### config.mk
export PLATFORM = sky130hd
export DESIGN_NAME = sdram_master_bridge
export DESIGN_NICKNAME = d
export VERILOG_FILES = /design/src/rtl/sdram_bridge_pkg.sv /design/src/rtl/sdram_read_buffer.sv /design/src/rtl/sdram_master_bridge.sv
export SDC_FILE = /design/constraint.sdc
export NUM_CORES = 1
export LEC_CHECK = 0
export ABC_AREA = 1
export CORE_ASPECT_RATIO = 1.25
export CORE_MARGIN = 2
export CORE_UTILIZATION = 39
export CTS_CLUSTER_SIZE = 14
export DETAILED_ROUTE_END_ITERATION = 10
export PLACE_DENSITY = 0.76
export SYNTH_ARGS = -nofsm -noshare
export SYNTH_HDL_FRONTEND = slang
export SYNTH_SLANG_ARGS = --single-unit
### constraint.sdc
create_clock -name clk_clk -period 1.7 [get_ports clk_clk]
set_clock_uncertainty 0.1 [all_clocks]
set_input_delay 0.34 -clock clk_clk [delete_from_list [all_inputs] [get_ports clk_clk]]
set_output_delay 0.34 -clock clk_clk [all_outputs]
set_load 0.05 [all_outputs]
### src/rtl/sdram_bridge_pkg.sv
// Shared types, widths and lane helpers for the halfword-to-word SDRAM bridge.
package sdram_bridge_pkg;

    typedef enum logic [1:0] {
        IDLE  = 2'd0,
        READ  = 2'd1,
        WRITE = 2'd2,
        RESP  = 2'd3
    } state_e;

    localparam int SDRAM_AW = 16;
    localparam int SDRAM_DW = 32;
    localparam int CPU_AW   = 17;
    localparam int CPU_DW   = 16;

    function automatic logic [3:0] lane_be(input logic hi, input logic [1:0] be);
        return hi ? {be, 2'b00} : {2'b00, be};
    endfunction

    function automatic logic [CPU_DW-1:0] lane_sel(input logic hi, input logic [SDRAM_DW-1:0] d);
        return hi ? d[31:16] : d[15:0];
    endfunction

endpackage

### src/rtl/sdram_read_buffer.sv
// One-entry read cache for the SDRAM bridge (used only with SDRAM_READ_BUFFER_EN).
module sdram_read_buffer
    import sdram_bridge_pkg::*;
(
    input  logic                clk_i,
    input  logic                rst_ni,
    input  logic [SDRAM_AW-1:0] lookup_addr_i,
    output logic                hit_o,
    output logic [SDRAM_DW-1:0] hit_data_o,
    input  logic                fill_en_i,
    input  logic [SDRAM_AW-1:0] fill_addr_i,
    input  logic [SDRAM_DW-1:0] fill_data_i,
    input  logic                inv_en_i,
    input  logic [SDRAM_AW-1:0] inv_addr_i,
    input  logic                inv_all_i
);

    logic                valid_q;
    logic [SDRAM_AW-1:0] addr_q;
    logic [SDRAM_DW-1:0] data_q;

    assign hit_o      = valid_q && (addr_q == lookup_addr_i);
    assign hit_data_o = data_q;

    always_ff @(posedge clk_i or negedge rst_ni) begin
        if (!rst_ni) begin
            valid_q <= 1'b0;
            addr_q  <= '0;
            data_q  <= '0;
        end else if (inv_all_i || (inv_en_i && valid_q && addr_q == inv_addr_i)) begin
            valid_q <= 1'b0;
        end else if (fill_en_i) begin
            valid_q <= 1'b1;
            addr_q  <= fill_addr_i;
            data_q  <= fill_data_i;
        end
    end

endmodule

### src/rtl/sdram_master_bridge.sv
// CPU halfword port to 32-bit SDRAM slave bridge with acknowledge timeout.
// Optional one-entry read buffer enabled by defining SDRAM_READ_BUFFER_EN.
module sdram_master_bridge
    import sdram_bridge_pkg::*;
#(
    parameter int TIMEOUT_CYCLES = 255
) (
    input  logic        clk_clk,
    input  logic        reset_reset_n,
    input  logic        mem_req,
    output logic        mem_ready,
    input  logic        mem_we,
    input  logic [16:0] mem_addr,
    input  logic [1:0]  mem_be,
    input  logic [15:0] mem_wdata,
    output logic        mem_resp_valid,
    output logic        mem_resp_err,
    output logic [15:0] mem_rdata,
    output logic [15:0] sdram_address,
    output logic [3:0]  sdram_byte_enable,
    output logic        sdram_read,
    output logic        sdram_write,
    output logic [31:0] sdram_write_data,
    input  logic        sdram_acknowledge,
    input  logic [31:0] sdram_read_data
);

    localparam logic [15:0] TMO_LAST = 16'(TIMEOUT_CYCLES - 1);

    state_e              state_q, state_d;
    logic [15:0]         cnt_q, cnt_d;
    logic [SDRAM_AW-1:0] addr_q;
    logic [3:0]          be_q;
    logic [SDRAM_DW-1:0] wdata_q;
    logic                hi_q;
    logic [CPU_DW-1:0]   rdata_q, rdata_d;
    logic                err_q, err_d;
    logic                transfer;
    logic                buf_hit;
    logic [SDRAM_DW-1:0] buf_data;

    assign mem_ready         = (state_q == IDLE);
    assign transfer          = mem_req && mem_ready;
    assign sdram_read        = (state_q == READ);
    assign sdram_write       = (state_q == WRITE);
    assign mem_resp_valid    = (state_q == RESP);
    assign mem_resp_err      = (state_q == RESP) && err_q;
    assign mem_rdata         = rdata_q;
    assign sdram_address     = addr_q;
    assign sdram_byte_enable = be_q;
    assign sdram_write_data  = wdata_q;

`ifdef SDRAM_READ_BUFFER_EN
    logic fill_en;
    logic tmo_abort;

    assign fill_en   = sdram_read && sdram_acknowledge;
    assign tmo_abort = (sdram_read || sdram_write) && !sdram_acknowledge && (cnt_q == TMO_LAST);

    // Any write to the buffered word invalidates it at transfer, even one with no byte enables.
    sdram_read_buffer u_read_buffer (
        .clk_i         (clk_clk),
        .rst_ni        (reset_reset_n),
        .lookup_addr_i (mem_addr[16:1]),
        .hit_o         (buf_hit),
        .hit_data_o    (buf_data),
        .fill_en_i     (fill_en),
        .fill_addr_i   (addr_q),
        .fill_data_i   (sdram_read_data),
        .inv_en_i      (transfer && mem_we),
        .inv_addr_i    (mem_addr[16:1]),
        .inv_all_i     (tmo_abort)
    );
`else
    assign buf_hit  = 1'b0;
    assign buf_data = '0;
`endif

    always_comb begin
        state_d = state_q;
        cnt_d   = cnt_q;
        rdata_d = rdata_q;
        err_d   = err_q;
        case (state_q)
            IDLE: begin
                if (transfer) begin
                    cnt_d = '0;
                    err_d = 1'b0;
                    if (mem_we) begin
                        state_d = (mem_be == 2'b00) ? RESP : WRITE;
                    end else if (buf_hit) begin
                        state_d = RESP;
                        rdata_d = lane_sel(mem_addr[0], buf_data);
                    end else begin
                        state_d = READ;
                    end
                end
            end
            READ, WRITE: begin
                // Acknowledge takes priority over a timeout expiring in the same cycle.
                if (sdram_acknowledge) begin
                    state_d = RESP;
                    if (state_q == READ) begin
                        rdata_d = lane_sel(hi_q, sdram_read_data);
                    end
                end else if (cnt_q == TMO_LAST) begin
                    state_d = RESP;
                    err_d   = 1'b1;
                end else begin
                    cnt_d = cnt_q + 16'd1;
                end
            end
            RESP: begin
                state_d = IDLE;
            end
            default: begin
                state_d = IDLE;
            end
        endcase
    end

    always_ff @(posedge clk_clk or negedge reset_reset_n) begin
        if (!reset_reset_n) begin
            state_q <= IDLE;
            cnt_q   <= '0;
            addr_q  <= '0;
            be_q    <= '0;
            wdata_q <= '0;
            hi_q    <= 1'b0;
            rdata_q <= '0;
            err_q   <= 1'b0;
        end else begin
            state_q <= state_d;
            cnt_q   <= cnt_d;
            rdata_q <= rdata_d;
            err_q   <= err_d;
            if (transfer) begin
                addr_q  <= mem_addr[16:1];
                hi_q    <= mem_addr[0];
                be_q    <= mem_we ? lane_be(mem_addr[0], mem_be) : 4'hF;
                wdata_q <= {mem_wdata, mem_wdata};
            end
        end
    end

endmodule

==> results <==
==> layout make-up <==
class | count | area (um2) | area share (%)
flip-flops and latches | 72 | 1800 | 29.3
clock inverters | 2 | 60.1 | 0.976
clock buffers | 13 | 280 | 4.55
well taps | 123 | 154 | 2.50
multi-input cells | 326 | 1660 | 27.0
repair buffers | 176 | 2070 | 33.6
inverters | 32 | 124 | 2.01
==> layout by cell type (no fill, tap or decap), types with 2 or more instances in the layout <==
master	count
o21ai_0	5
xor2_1	5
nor2_4	3
o21a_1	2
buf_4	56
clkbuf_16	9
clkdlybuf4s50_1	70
nand2_4	4
o211ai_1	2
nor2_1	40
nand2_2	13
dfrtp_1	71
ha_4	4
clkinv_1	3
buf_6	3
nand4_1	5
o311ai_0	2
clkbuf_8	4
o21ai_2	3
nand2_1	175
inv_1	20
bufinv_16	2
inv_2	8
buf_12	45
a21oi_4	2
a21oi_1	34
nand2_8	3
nand3_1	15
==> per-layer routing <==
| layer | vias to the layer above | GRT usage [%] | part of all wire (%) |
|---|---|---|---|
| met5 | - | 0 | 0 |
| met4 | 0 | 6.46 | 1.6 |
| met3 | 16 | 4.94 | 5.5 |
| met2 | 120 | 39.7 | 55 |
| met1 | 1724 | 24.1 | 38 |
| li1 | 1736 | - | - |
==> cells by family (layout without fill, tap and decap cells) <==
| kind of cell | after synthesis | count (layout) | share of synthesized area (%) |
|---|---|---|---|
| buf+inv | 62 | 223 | 8.68 |
| fa+ha+maj | 6 | 6 | 2.07 |
| simple gates | 262 | 263 | 29.9 |
| flops | 72 | 72 | 49.6 |
| xor+xnor | 5 | 5 | 1.21 |
| compound gates | 52 | 52 | 8.54 |
==> metrics by stage <==
step / instances / setup TNS, ns
after floorplan: 459 / -0.541
after global placement: 722 / -0.854
after detailed placement: 722 / -2.74
after CTS: 737 / -0.00238
after global routing: 744 / -1.88
final: 744 / -0.556
==> worst min path at each step <==
stage	slack (ns)	end	depth (start not counted)
2_1_floorplan	-0.06	cnt_q[0]	0
3_3_place_gp	0.30	sdram_address[12]	2
3_5_place_dp	0.30	sdram_address[12]	2
4_1_cts	0.39	sdram_address[8]	2
5_1_grt	0.41	sdram_address[12]	2
6_report	0.38	sdram_address[8]	2
==> flip-flops by register name, summed over array words and instances, names as in the netlist <==
| register | count |
|---|---|
| cnt_q | 16 |
| err_q | 1 |
| hi_q | 1 |
| mem_rdata | 16 |
| sdram_address | 16 |
| sdram_byte_enable | 4 |
| sdram_write_data | 16 |
| state_q | 2 |
==> report_power, final <==
part / total [mW] / internal [mW] / switching (mW)
Sequential: 3.03 / 2.38 / 0.652
Clock: 2.13 / 1.44 / 0.689
Combinational: 8.46 / 3.43 / 5.02
==> worst max-delay path, cell delays in order (launching register included) <==
cell	delay, ns
dfrtp_1	0.41
inv_2	0.09
ha_4	0.13
inv_2	0.03
nor2_2	0.11
nand2_2	0.10
nor2_8	0.16
nand2_8	0.09
a21oi_4	0.20
buf_6	0.14
nand2_1	0.06
nand2_1	0.07
==> timing repair <==
| item | in CTS | in global routing |
|---|---|---|
| pin swaps | 1 | 18 |
| hold endpoints to repair | 72 | 0 |
| resized for setup | 9 | 31 |
| cloned | 0 | 1 |
| setup buffers | 0 | 6 |
| setup endpoints to repair | 4 | 23 |
| hold buffers | 1 | 0 |
==> summary.md <==
| Metric | Value |
|---|---|
| Status | `complete, but fails checks` |
| Failing checks | `negative setup slack` |
| Placed Area | `5620 um2` |
| Post-synthesis cell count | `459` |
| H-Tree Depth | `3` |
| Avg Cell Area, Syn | `7.91 um2` |
| Dpl ws | `-0.148 ns` |
| Worst Hold Class | `flip-flop to flip-flop` |
| Vias | `3596` |
| Initial antenna violation count | `0` |
| Largest net degree at the start of global routing | `73` |
| Clock Path Buffers | `2` |
| Die outline area | `10100 um2` |
| CTS buffer count | `9` |
| Setup ws final | `-0.0626 ns` |
| Post-route cell area | `6160 um2` |
| Pins Over Slew Limit | `0` |
| FF-to-FF Start | `cnt_q[0]` |
| Post-synth top cells | `185 x nand2_1, 72 x dfrtp_1, 42 x nor2_1, 34 x a21oi_1, 27 x inv_1` |
| IO Pins | `145` |
| Synthesized flop and latch total | `72` |
| Remaining DRCs | `0` |
| Crit path time final | `1.76 ns` |
| Detailed Place HPWL | `8040 um` |
| Critical Path Sink Type | `flip-flop` |
| Power density over the cells | `2210 nW/um2` |
| Crit path launch | `cnt_q[0]` |
| Worst Tran Pin Value | `0.478 ns` |
| Post-synth cell types | `31` |
| First-pass GRT wire length | `17300 um` |
| GRT Overall Usage | `21.3%` |
| Worst setup path end | `cnt_q[13]` |
| Clock root cell | `clkbuf_16` |
| Synth top area share | `49.6%` |
| Internal reg-to-reg setup slack | `-0.06 ns` |
| Via/cell ratio | `4.83` |
| Vias in the first global route | `3579` |
| Top_reg_cell synth | `dfrtp_1` |
| Worst-Skew Late Latency | `0.33 ns` |
| Iteration count of the initial detailed-routing pass | `4` |
| WL/cell | `14.7 um` |
| Max_cap viols | `0` |
| Post-route ant nets | `0` |
| Min-delay src | `sdram_address[8]` |
| Die X | `90.3 um` |
| Period utilisation layout | `104%` |
| Leak | `2.93 nW` |
| Post-synth EDFFs | `0` |
| Post-Syn Area | `3630 um2` |
| Final #Nets | `695` |
| GP Congestion | `0.948` |
| R2R Path End | `cnt_q[13]` |
| Unrepaired setup endpoints after global routing | `true` |
| R2R depth | `11` |
| Asr flop ratio synth | `100%` |
| Worst ir drop on vdd | `0.00137 V` |
| Max-Slew Margin vs Limit | `67.9%` |
| Syn-to-layout area delta | `69.5%` |
| Port Buffers | `144` |
| CTS clk-pin slew, worst paths | `0.06 ns` |
| YS warnings | `0` |
| Die height | `112 um` |
| Hold slack | `0.376 ns` |
| CP required | `1.87 ns` |
| Clk sinks | `72` |
| Initial core utilization | `40.0%` |
| Post-layout util | `67.8%` |
| Initial DRC Count | `169` |
| Inserted Diodes | `0` |
| Critical path class | `flip-flop to flip-flop` |
| Total power | `13.6 mW` |
| Worst setup SP type | `flip-flop` |
| Fraction of layout instances using a drive strength above 1 | `26.7%` |
| GRT overflow | `0` |
| Fillers | `682` |
| Final wirelength | `11000 um` |
| Critical Path AT | `1.93 ns` |
| Standard-cell rows | `39` |
| Sequential area share after synthesis | `49.6%` |
| Syn Nets | `537` |
| Final setup viols | `14` |
| CTS tree | `built` |
| Fmax | `567 MHz` |
| Core ar. | `9080 um2` |
| CP max FO | `5` |
| Top area cells in the synthesized netlist | `dfrtp_1 50%, nand2_1 19%, a21oi_1 4.7%` |
| Post-synth top area cell | `dfrtp_1` |
| Most common cell in the netlist | `nand2_1` |
| Final hold vios | `0` |
(Power assumes the default switching activity.)
